## config.mk

```make
export PLATFORM = sky130hd
export DESIGN_NAME = butterfly_mem_arbiter_flat
export DESIGN_NICKNAME = d
export VERILOG_FILES = /design/src/rtl/butterfly_mem_arbiter_if.sv /design/src/rtl/butterfly_mem_arbiter.sv /design/src/flat_wrapper.sv
export SDC_FILE = /design/constraint.sdc
export NUM_CORES = 1
export LEC_CHECK = 0
export CORE_UTILIZATION = 33
export CTS_CLUSTER_SIZE = 24
export DETAILED_ROUTE_END_ITERATION = 7
export GPL_ROUTABILITY_DRIVEN = 0
export HOLD_SLACK_MARGIN = 0.08
export PLACE_DENSITY_LB_ADDON = 0.12
export SLEW_MARGIN = 20
export SYNTH_ARGS = -nofsm -noshare
export SYNTH_HDL_FRONTEND = slang
export SYNTH_SLANG_ARGS = --single-unit
```

## constraint.sdc

```tcl
create_clock -name clk_i -period 1.9 [get_ports clk_i]
set_input_delay 0.475 -clock clk_i [delete_from_list [all_inputs] [get_ports clk_i]]
set_output_delay 0.475 -clock clk_i [all_outputs]
set_load 0.02 [all_outputs]
```

## src/rtl/butterfly_mem_arbiter_if.sv

```systemverilog
// Bundles the fetch port, the data port and the shared memory bus of butterfly_mem_arbiter.
// The slave modport is the arbiter's view; master is the surrounding core/memory side.
interface butterfly_mem_arbiter_if;
  localparam int unsigned ADDR_W = 32;
  localparam int unsigned DATA_W = 32;
  localparam int unsigned STRB_W = DATA_W / 8;

  logic              imem_valid_i;
  logic [ADDR_W-1:0] imem_addr_i;
  logic [DATA_W-1:0] imem_rdata_o;
  logic              imem_ready_o;
  logic              imem_err_o;

  logic              dmem_valid_i;
  logic              dmem_write_i;
  logic [ADDR_W-1:0] dmem_addr_i;
  logic [DATA_W-1:0] dmem_wdata_i;
  logic [STRB_W-1:0] dmem_wstrb_i;
  logic [DATA_W-1:0] dmem_rdata_o;
  logic              dmem_ready_o;
  logic              dmem_err_o;

  logic              mem_valid_o;
  logic              mem_write_o;
  logic [ADDR_W-1:0] mem_addr_o;
  logic [DATA_W-1:0] mem_wdata_o;
  logic [STRB_W-1:0] mem_wstrb_o;
  logic [DATA_W-1:0] mem_rdata_i;
  logic              mem_ready_i;

  modport slave (
    input  imem_valid_i, imem_addr_i,
    output imem_rdata_o, imem_ready_o, imem_err_o,
    input  dmem_valid_i, dmem_write_i, dmem_addr_i, dmem_wdata_i, dmem_wstrb_i,
    output dmem_rdata_o, dmem_ready_o, dmem_err_o,
    output mem_valid_o, mem_write_o, mem_addr_o, mem_wdata_o, mem_wstrb_o,
    input  mem_rdata_i, mem_ready_i
  );

  modport master (
    output imem_valid_i, imem_addr_i,
    input  imem_rdata_o, imem_ready_o, imem_err_o,
    output dmem_valid_i, dmem_write_i, dmem_addr_i, dmem_wdata_i, dmem_wstrb_i,
    input  dmem_rdata_o, dmem_ready_o, dmem_err_o,
    input  mem_valid_o, mem_write_o, mem_addr_o, mem_wdata_o, mem_wstrb_o,
    output mem_rdata_i, mem_ready_i
  );
endinterface

```

## src/rtl/butterfly_mem_arbiter.sv

```systemverilog
// Fetch/data to single memory bus arbiter with bounded-starvation priority and ready timeout.
// Define BUTTERFLY_ARB_RR_EN to replace data priority with round-robin on ties.
module butterfly_mem_arbiter #(
  parameter int unsigned MAX_STARVE     = 4,
  parameter int unsigned TIMEOUT_CYCLES = 256
) (
  input logic                    clk_i,
  input logic                    rst_i,
  butterfly_mem_arbiter_if.slave bus
);
  localparam int unsigned ADDR_W   = 32;
  localparam int unsigned DATA_W   = 32;
  localparam int unsigned STRB_W   = 4;
  localparam int unsigned TO_W     = (TIMEOUT_CYCLES > 2) ? $clog2(TIMEOUT_CYCLES) : 1;
  localparam logic [TO_W-1:0] TO_LAST =
    TO_W'((TIMEOUT_CYCLES == 0) ? 0 : TIMEOUT_CYCLES - 1);

  if (MAX_STARVE == 0 || MAX_STARVE > 15) begin : g_bad_max_starve
    $error("butterfly_mem_arbiter: MAX_STARVE must be in 1..15");
  end

  typedef enum logic [1:0] {IDLE, BUSY_I, BUSY_D} state_t;

  state_t            state;
  logic [TO_W-1:0]   to_cnt;
  logic              mem_valid_q;
  logic              mem_write_q;
  logic [ADDR_W-1:0] mem_addr_q;
  logic [DATA_W-1:0] mem_wdata_q;
  logic [STRB_W-1:0] mem_wstrb_q;

  logic pick_d_c;
  logic grant_d_c;
  logic grant_i_c;
  logic busy_c;
  logic timeout_c;
  logic done_c;

`ifdef BUTTERFLY_ARB_RR_EN
  // Set when data held the most recent grant; ties go to the other requester.
  logic last_d;
  assign pick_d_c = bus.dmem_valid_i && (!bus.imem_valid_i || !last_d);
`else
  localparam int unsigned STARVE_W = 4;
  localparam logic [STARVE_W-1:0] STARVE_MAX = STARVE_W'(MAX_STARVE);
  logic [STARVE_W-1:0] starve_cnt;
  assign pick_d_c = bus.dmem_valid_i && (!bus.imem_valid_i || (starve_cnt != STARVE_MAX));
`endif

  assign grant_d_c = (state == IDLE) && pick_d_c;
  assign grant_i_c = (state == IDLE) && !pick_d_c && bus.imem_valid_i;
  assign busy_c    = (state == BUSY_I) || (state == BUSY_D);

  // A real ready in the timeout cycle takes precedence over the abort.
  assign timeout_c = busy_c && !bus.mem_ready_i && (TIMEOUT_CYCLES != 0) && (to_cnt == TO_LAST);
  assign done_c    = busy_c && (bus.mem_ready_i || timeout_c);

  assign bus.imem_ready_o = (state == BUSY_I) && done_c;
  assign bus.imem_err_o   = (state == BUSY_I) && timeout_c;
  assign bus.imem_rdata_o = ((state == BUSY_I) && bus.mem_ready_i) ? bus.mem_rdata_i : '0;
  assign bus.dmem_ready_o = (state == BUSY_D) && done_c;
  assign bus.dmem_err_o   = (state == BUSY_D) && timeout_c;
  assign bus.dmem_rdata_o = ((state == BUSY_D) && bus.mem_ready_i) ? bus.mem_rdata_i : '0;

  assign bus.mem_valid_o = mem_valid_q;
  assign bus.mem_write_o = mem_write_q;
  assign bus.mem_addr_o  = mem_addr_q;
  assign bus.mem_wdata_o = mem_wdata_q;
  assign bus.mem_wstrb_o = mem_wstrb_q;

  always_ff @(posedge clk_i) begin
    if (rst_i) begin
      state       <= IDLE;
      to_cnt      <= '0;
      mem_valid_q <= 1'b0;
      mem_write_q <= 1'b0;
      mem_addr_q  <= '0;
      mem_wdata_q <= '0;
      mem_wstrb_q <= '0;
`ifdef BUTTERFLY_ARB_RR_EN
      last_d      <= 1'b0;
`else
      starve_cnt  <= '0;
`endif
    end else begin
      case (state)
        IDLE: begin
          to_cnt <= '0;
          if (grant_d_c) begin
            state       <= BUSY_D;
            mem_valid_q <= 1'b1;
            mem_write_q <= bus.dmem_write_i;
            mem_addr_q  <= bus.dmem_addr_i;
            mem_wdata_q <= bus.dmem_wdata_i;
            mem_wstrb_q <= bus.dmem_wstrb_i;
          end else if (grant_i_c) begin
            state       <= BUSY_I;
            mem_valid_q <= 1'b1;
            mem_write_q <= 1'b0;
            mem_addr_q  <= bus.imem_addr_i;
            mem_wdata_q <= '0;
            mem_wstrb_q <= '0;
          end
        end
        BUSY_I, BUSY_D: begin
          if (done_c) begin
            state       <= IDLE;
            mem_valid_q <= 1'b0;
          end else if (TIMEOUT_CYCLES != 0) begin
            to_cnt <= to_cnt + TO_W'(1);
          end
        end
        default: state <= IDLE;
      endcase

`ifdef BUTTERFLY_ARB_RR_EN
      if (grant_d_c) begin
        last_d <= 1'b1;
      end else if (grant_i_c) begin
        last_d <= 1'b0;
      end
`else
      // Starvation count only moves in IDLE, where the fetch port is sampled.
      if (state == IDLE) begin
        if (!bus.imem_valid_i || grant_i_c) begin
          starve_cnt <= '0;
        end else if (grant_d_c && (starve_cnt != STARVE_MAX)) begin
          starve_cnt <= starve_cnt + STARVE_W'(1);
        end
      end
`endif
    end
  end
endmodule

```

## src/flat_wrapper.sv

```systemverilog
// flat-port wrapper written by rule: the top's interface ports become plain ports
module butterfly_mem_arbiter_flat 
#(
  parameter int unsigned MAX_STARVE     = 4,
  parameter int unsigned TIMEOUT_CYCLES = 256
)
  (clk_i, rst_i, bus_imem_valid_i, bus_imem_addr_i, bus_imem_rdata_o, bus_imem_ready_o, bus_imem_err_o, bus_dmem_valid_i, bus_dmem_write_i, bus_dmem_addr_i, bus_dmem_wdata_i, bus_dmem_wstrb_i, bus_dmem_rdata_o, bus_dmem_ready_o, bus_dmem_err_o, bus_mem_valid_o, bus_mem_write_o, bus_mem_addr_o, bus_mem_wdata_o, bus_mem_wstrb_o, bus_mem_rdata_i, bus_mem_ready_i);
  butterfly_mem_arbiter_if bus_i ();
  input logic clk_i;
  input logic rst_i;
  input wire logic [$bits(bus_i.imem_valid_i)-1:0] bus_imem_valid_i;
  input wire logic [$bits(bus_i.imem_addr_i)-1:0] bus_imem_addr_i;
  output wire logic [$bits(bus_i.imem_rdata_o)-1:0] bus_imem_rdata_o;
  output wire logic [$bits(bus_i.imem_ready_o)-1:0] bus_imem_ready_o;
  output wire logic [$bits(bus_i.imem_err_o)-1:0] bus_imem_err_o;
  input wire logic [$bits(bus_i.dmem_valid_i)-1:0] bus_dmem_valid_i;
  input wire logic [$bits(bus_i.dmem_write_i)-1:0] bus_dmem_write_i;
  input wire logic [$bits(bus_i.dmem_addr_i)-1:0] bus_dmem_addr_i;
  input wire logic [$bits(bus_i.dmem_wdata_i)-1:0] bus_dmem_wdata_i;
  input wire logic [$bits(bus_i.dmem_wstrb_i)-1:0] bus_dmem_wstrb_i;
  output wire logic [$bits(bus_i.dmem_rdata_o)-1:0] bus_dmem_rdata_o;
  output wire logic [$bits(bus_i.dmem_ready_o)-1:0] bus_dmem_ready_o;
  output wire logic [$bits(bus_i.dmem_err_o)-1:0] bus_dmem_err_o;
  output wire logic [$bits(bus_i.mem_valid_o)-1:0] bus_mem_valid_o;
  output wire logic [$bits(bus_i.mem_write_o)-1:0] bus_mem_write_o;
  output wire logic [$bits(bus_i.mem_addr_o)-1:0] bus_mem_addr_o;
  output wire logic [$bits(bus_i.mem_wdata_o)-1:0] bus_mem_wdata_o;
  output wire logic [$bits(bus_i.mem_wstrb_o)-1:0] bus_mem_wstrb_o;
  input wire logic [$bits(bus_i.mem_rdata_i)-1:0] bus_mem_rdata_i;
  input wire logic [$bits(bus_i.mem_ready_i)-1:0] bus_mem_ready_i;
  assign bus_i.imem_valid_i = bus_imem_valid_i;
  assign bus_i.imem_addr_i = bus_imem_addr_i;
  assign bus_imem_rdata_o = bus_i.imem_rdata_o;
  assign bus_imem_ready_o = bus_i.imem_ready_o;
  assign bus_imem_err_o = bus_i.imem_err_o;
  assign bus_i.dmem_valid_i = bus_dmem_valid_i;
  assign bus_i.dmem_write_i = bus_dmem_write_i;
  assign bus_i.dmem_addr_i = bus_dmem_addr_i;
  assign bus_i.dmem_wdata_i = bus_dmem_wdata_i;
  assign bus_i.dmem_wstrb_i = bus_dmem_wstrb_i;
  assign bus_dmem_rdata_o = bus_i.dmem_rdata_o;
  assign bus_dmem_ready_o = bus_i.dmem_ready_o;
  assign bus_dmem_err_o = bus_i.dmem_err_o;
  assign bus_mem_valid_o = bus_i.mem_valid_o;
  assign bus_mem_write_o = bus_i.mem_write_o;
  assign bus_mem_addr_o = bus_i.mem_addr_o;
  assign bus_mem_wdata_o = bus_i.mem_wdata_o;
  assign bus_mem_wstrb_o = bus_i.mem_wstrb_o;
  assign bus_i.mem_rdata_i = bus_mem_rdata_i;
  assign bus_i.mem_ready_i = bus_mem_ready_i;
  butterfly_mem_arbiter #(.MAX_STARVE(MAX_STARVE), .TIMEOUT_CYCLES(TIMEOUT_CYCLES)) u_core (.clk_i(clk_i), .rst_i(rst_i), .bus(bus_i));
endmodule
```

==> results.md <==
Outcome:
- The run finished, with violations left.
- The final reports fail on setup timing.

Critical path:
- On the worst path, the slowest cell contributes a delay of between 0.3 and 0.4 ns.
- The destination of the critical timing path is bus_imem_ready_o.
- Data arrives at the worst endpoint at 1.66 ns.
- The critical path startpoint is u_core.state[0]$_SDFFE_PP0P_.
- The startpoint identified for the worst register-to-register timing path is u_core.to_cnt[1]$_SDFFE_PP0P_.
- The number of buffers and inverters on the critical path is 2.
- The kind of cell adding the most delay to the critical path is flip-flops.
- Data on the critical path is required at its endpoint by 1.42 ns.
- The worst setup path is captured at an output pin.
- The worst reg-to-reg setup slack is 0.08 ns.
- The number of cells on the critical path is 6.
- STA classifies the critical path startpoint as a flop.
- The start-to-end type of the worst setup path is flop to output pin.
- In this run the critical register-to-register path is captured at u_core.to_cnt[7]$_SDFFE_PP0P_.
- The critical path goes through inv_2 -> ha_4 -> nand2b_4 -> nor4_4 -> o211a_1 -> buf_6.
- The highest fanout seen on the critical path is 4.
- The cell count of the worst reg-to-reg path is 7.
- The critical path's slowest cell is sky130_fd_sc_hd__dfxtp_2.

GRT:
- Entering global routing, the biggest net connects 40 pins.
- The initial antenna violation count came to 0.
- The via count of the first global-routing pass came to 5122.
- For this run, the total global-route usage over all layers was measured as 25.1%.
- The total overflow reported by the global router is 0.
- The global-route wire length before repair is 25800 microns.

Logic synthesis:
- The adder and majority gate portion of the synthesized area is 2.11%.
- The total of flip-flops plus latches after synthesis is 84.
- The compound-gate portion of the synthesized area is 16.2%.
- Averaged over all synthesized cells, the footprint is 7.77 sq um.
- The main combinational cell family by area after synthesis is simple AND/OR/NAND/NOR gates.
- The basic-gate share of the synthesized area counting and, or, nand and nor cells is 34.1%.
- The share of the Yosys chip area taken by registers is 40.5%.
- The mapped netlist covers 0.00415 sq mm.
- The count of warnings emitted by yosys is 0.
- Counting every net in the synthesized netlist gives 679.
- The xor-xnor portion of the synthesized cell area is 0%.
- The number of standard cells after synthesis is about 530.
- The netlist uses 42 different library cells.
- The portion of synthesized area spent on multiplexers is less than 1%.

STA:
- Setup repair after global routing could not meet its margin everywhere.
- The number of pins exceeding their max-slew limit in the final report is 0.
- For the final routed database, the setup TNS stands at -10.88 ns.
- The relative slew slack is 60.6%.
- The number of hold-slack violations in the final timing report is 0.
- The clock arrives with 0.00749 ns of skew.
- The highest attainable clock frequency is between 400 and 500 MHz.
- At the pin with the least slew margin, the transition time is 0.592 ns.
- The number of endpoints failing setup at the final stage is 68.
- Counting I/O delays and the setup requirement, the final critical path takes 2.14 ns.
- Setup slack on the critical path of the routed design comes to -0.236 ns.
- After layout, the worst path uses 112% of the clock period.

Power and ir drop:
- Overall power consumption after layout is estimated at 5.85 mW.
- In this run the power density over the cells is 701 mW/mm^2.
- The worst-case vdd ir drop is 382 uV.
- Summed over all cells, the static leakage comes to 3.28 nW.

Die:
- The horizontal die dimension is 114 microns.
- The top-level I/O count is 276.
- The floorplan has 40 rows.
- The starting density of the core is 34.3%.
- The floorplan step defined a core boundary enclosing 0.0121 sq mm.
- The floorplan step set the die height to ~110 microns.
- The die area is 0.0130 sq mm.

Final layout:
- The share of post-route cells with drive strength above 1 is 25.4%.
- The design area is between 0.008 and 0.009 sq mm.
- The area of the multi-input gates is 0.00259 sq mm.
- The filler cell count is between 900 and 1000.
- Compared with the post-synthesis result, the final layout area differs by 101%.
- The count of inserted antenna diode cells is 0.
- The number of nets at the end of the flow is slightly below 1000.
- The area taken by flip-flops and latches is 0.00169 sq mm.

CTS:
- The root cell of the clock tree is sky130_fd_sc_hd__clkbuf_16.
- TritonCTS built the clock tree.
- The TritonCTS buffer count is 9.
- Counting every sink on the clock net gives 84.
- The H-tree level count is 3.
- In this run the deepest clock path goes through 2 buffers.
- Clock-pin slew was measured on the worst setup and hold paths at 0.06 ns.
- For the worst-skew pair, the clock arrives at the later sink with an insertion delay of roughly 0.34 ns.
- The number of buffers inserted for hold repair after clock tree synthesis is 0.

Detailed routing:
- The detailed-routing iteration count for the pre-antenna-repair pass is 4.
- In the routed layout, each cell is associated on average with a via count of roughly 5.3.
- For this run, design rule violations remaining after detail routing come to 0.
- The wire length per cell is 18.2 microns.
- After the first detailed-routing iteration, the DRC count stood at between 300 and 400.
- The number of nets still failing antenna checks after routing is 0.
- The via total after detailed routing is 5264.
- The total detailed-routing wirelength is 18000 microns.

Job:
- Max-cap violations in this run came to 0.

Min path:
- The worst hold path passes through 2 cells.
- The type of the tightest min-delay check is flop to flop.

Place:
- After detailed placement, the total cell area comes to 0.00731 sq mm.
- Buffers placed on the I/O ports in this run total 275.
- The final HPWL from detailed placement is 11300 microns.
[flip-flops by register name, indices dropped and copies added (netlist names)]
register / flops
u_core.bus.mem_valid_o: 1
u_core.bus.mem_addr_o: 32
u_core.state: 2
u_core.bus.mem_wdata_o: 32
u_core.bus.mem_write_o: 1
u_core.to_cnt: 8
u_core.starve_cnt: 4
u_core.bus.mem_wstrb_o: 4
[cell usage in the layout (no fill, tap or decap), drive strengths merged, types with 7 or more instances in the layout]
cell type | netlist | final
nor2 | 34 | 34
a311oi | 32 | 32
nand2 | 85 | 85
nand3 | 78 | 78
buf | 20 | 116
clkbuf | 34 | 14
a21oi | 46 | 46
dfxtp | 84 | 84
ha | 7 | 7
clkdlybuf4s50 | 0 | 205
and3 | 67 | 67
[tightest hold or removal path: stages, from the launching register on]
cell and delay (ns):
sky130_fd_sc_hd__dfxtp_1 0.31, sky130_fd_sc_hd__nand3_1 0.06, sky130_fd_sc_hd__a21oi_1 0.05
[per-layer routing]
metal	track usage, %	wire [microns]	up-vias
met5	0	0	-
met4	9.78	591	0
met3	6.14	1360	44
met2	44.5	9390	231
met1	28.9	6650	2501
li1	-	-	2488
[power by group]
part | internal [mW] | switching, mW
registers | 1.91 | 0.0785
logic | 1.01 | 0.969
clock network | 1.16 | 0.717
[layout make-up]
| class | count | share of cell area, % |
|---|---|---|
| timing repair buffer | 326 | 42.2 |
| multi-input combinational | 391 | 31.0 |
| clock inverter | 5 | 1.02 |
| tap | 168 | 2.52 |
| clock buffer | 11 | 2.79 |
| sequential | 84 | 20.2 |
| inverter | 5 | 0.225 |
[worst min path at each step]
stage / startpoint / end / slack [ns]
after floorplan: u_core.starve_cnt[3]$_SDFFE_PP0P_ / u_core.starve_cnt[3]$_SDFFE_PP0P_ / 0.44
after global placement: u_core.bus.mem_wstrb_o[0]$_SDFFE_PP0P_ / u_core.bus.mem_wstrb_o[0]$_SDFFE_PP0P_ / 0.45
after detailed placement: u_core.bus.mem_wdata_o[26]$_SDFFE_PP0P_ / u_core.bus.mem_wdata_o[26]$_SDFFE_PP0P_ / 0.46
after CTS: u_core.bus.mem_wdata_o[26]$_SDFFE_PP0P_ / u_core.bus.mem_wdata_o[26]$_SDFFE_PP0P_ / 0.47
after global routing: u_core.bus.mem_wdata_o[26]$_SDFFE_PP0P_ / u_core.bus.mem_wdata_o[26]$_SDFFE_PP0P_ / 0.48
final: u_core.bus.mem_wdata_o[26]$_SDFFE_PP0P_ / u_core.bus.mem_wdata_o[26]$_SDFFE_PP0P_ / 0.47
[kinds of logic (layout without fill, tap and decap cells)]
logic type,count (synthesis),in the layout
muxes,3,3
AOI/OAI and AO/OA,94,94
and+or+nand+nor,287,287
DFF,84,84
buffers and inverters,59,347
adders and majority gates,7,7
[per-stage QoR]
stage	utilization (%)	worst slack, ns	std cells	hold WS [ns]
after floorplan	-	0.0201	534	0.443
after global placement	60.3	-0.800	961	0.453
after detailed placement	60.3	-0.807	961	0.459
after CTS	67.4	-0.197	988	0.469
after global routing	68.9	-0.316	990	0.485
final	68.9	-0.236	990	0.466
[cell usage after synthesis]
cell type / n / share of area, %
sky130_fd_sc_hd__and3b_1: 1 / 0.21
sky130_fd_sc_hd__o211ai_1: 1 / 0.18
sky130_fd_sc_hd__a2111oi_4: 1 / 0.66
sky130_fd_sc_hd__nor4_1: 1 / 0.15
sky130_fd_sc_hd__a211oi_2: 1 / 0.30
sky130_fd_sc_hd__and3_1: 66 / 10
sky130_fd_sc_hd__dfxtp_1: 84 / 41
sky130_fd_sc_hd__o41ai_1: 1 / 0.21
sky130_fd_sc_hd__or4_1: 1 / 0.18
sky130_fd_sc_hd__o2111ai_1: 1 / 0.21
sky130_fd_sc_hd__nor3b_1: 1 / 0.18
sky130_fd_sc_hd__inv_1: 5 / 0.45
sky130_fd_sc_hd__a41o_1: 1 / 0.24
sky130_fd_sc_hd__a311oi_1: 32 / 6.8
sky130_fd_sc_hd__nor2_1: 34 / 3.1
sky130_fd_sc_hd__nand3_1: 78 / 9.4
sky130_fd_sc_hd__mux2i_1: 3 / 0.72
sky130_fd_sc_hd__o21ai_1: 1 / 0.12
sky130_fd_sc_hd__nor2b_1: 1 / 0.15
sky130_fd_sc_hd__nand4b_1: 3 / 0.63
sky130_fd_sc_hd__nand2b_1: 4 / 0.60
sky130_fd_sc_hd__o21ai_0: 1 / 0.12
sky130_fd_sc_hd__a21oi_1: 46 / 5.5
sky130_fd_sc_hd__o211a_1: 2 / 0.48
sky130_fd_sc_hd__buf_2: 13 / 1.6
sky130_fd_sc_hd__and2_0: 1 / 0.15
sky130_fd_sc_hd__and2_1: 2 / 0.30
sky130_fd_sc_hd__ha_1: 7 / 2.1
sky130_fd_sc_hd__buf_4: 4 / 0.72
sky130_fd_sc_hd__o41a_1: 1 / 0.27
sky130_fd_sc_hd__o31ai_1: 2 / 0.36
sky130_fd_sc_hd__nand2b_2: 1 / 0.21
sky130_fd_sc_hd__nor3_1: 3 / 0.36
sky130_fd_sc_hd__clkbuf_1: 34 / 3.1
sky130_fd_sc_hd__a41oi_2: 1 / 0.39
sky130_fd_sc_hd__and3_4: 1 / 0.27
sky130_fd_sc_hd__a31oi_1: 1 / 0.15
sky130_fd_sc_hd__buf_1: 2 / 0.18
sky130_fd_sc_hd__o311ai_0: 1 / 0.21
sky130_fd_sc_hd__nand2_1: 85 / 7.7
sky130_fd_sc_hd__or3_1: 4 / 0.60
sky130_fd_sc_hd__buf_6: 1 / 0.27
[repair_timing]
action	4_1_cts	5_1_grt
gates cloned	7	3
buffers inserted	4	2
gates resized for setup	458	35
setup endpoints to repair	68	69
hold endpoints to repair	0	0
pin swaps	9	4
Power figures use the tool's default switching activity.
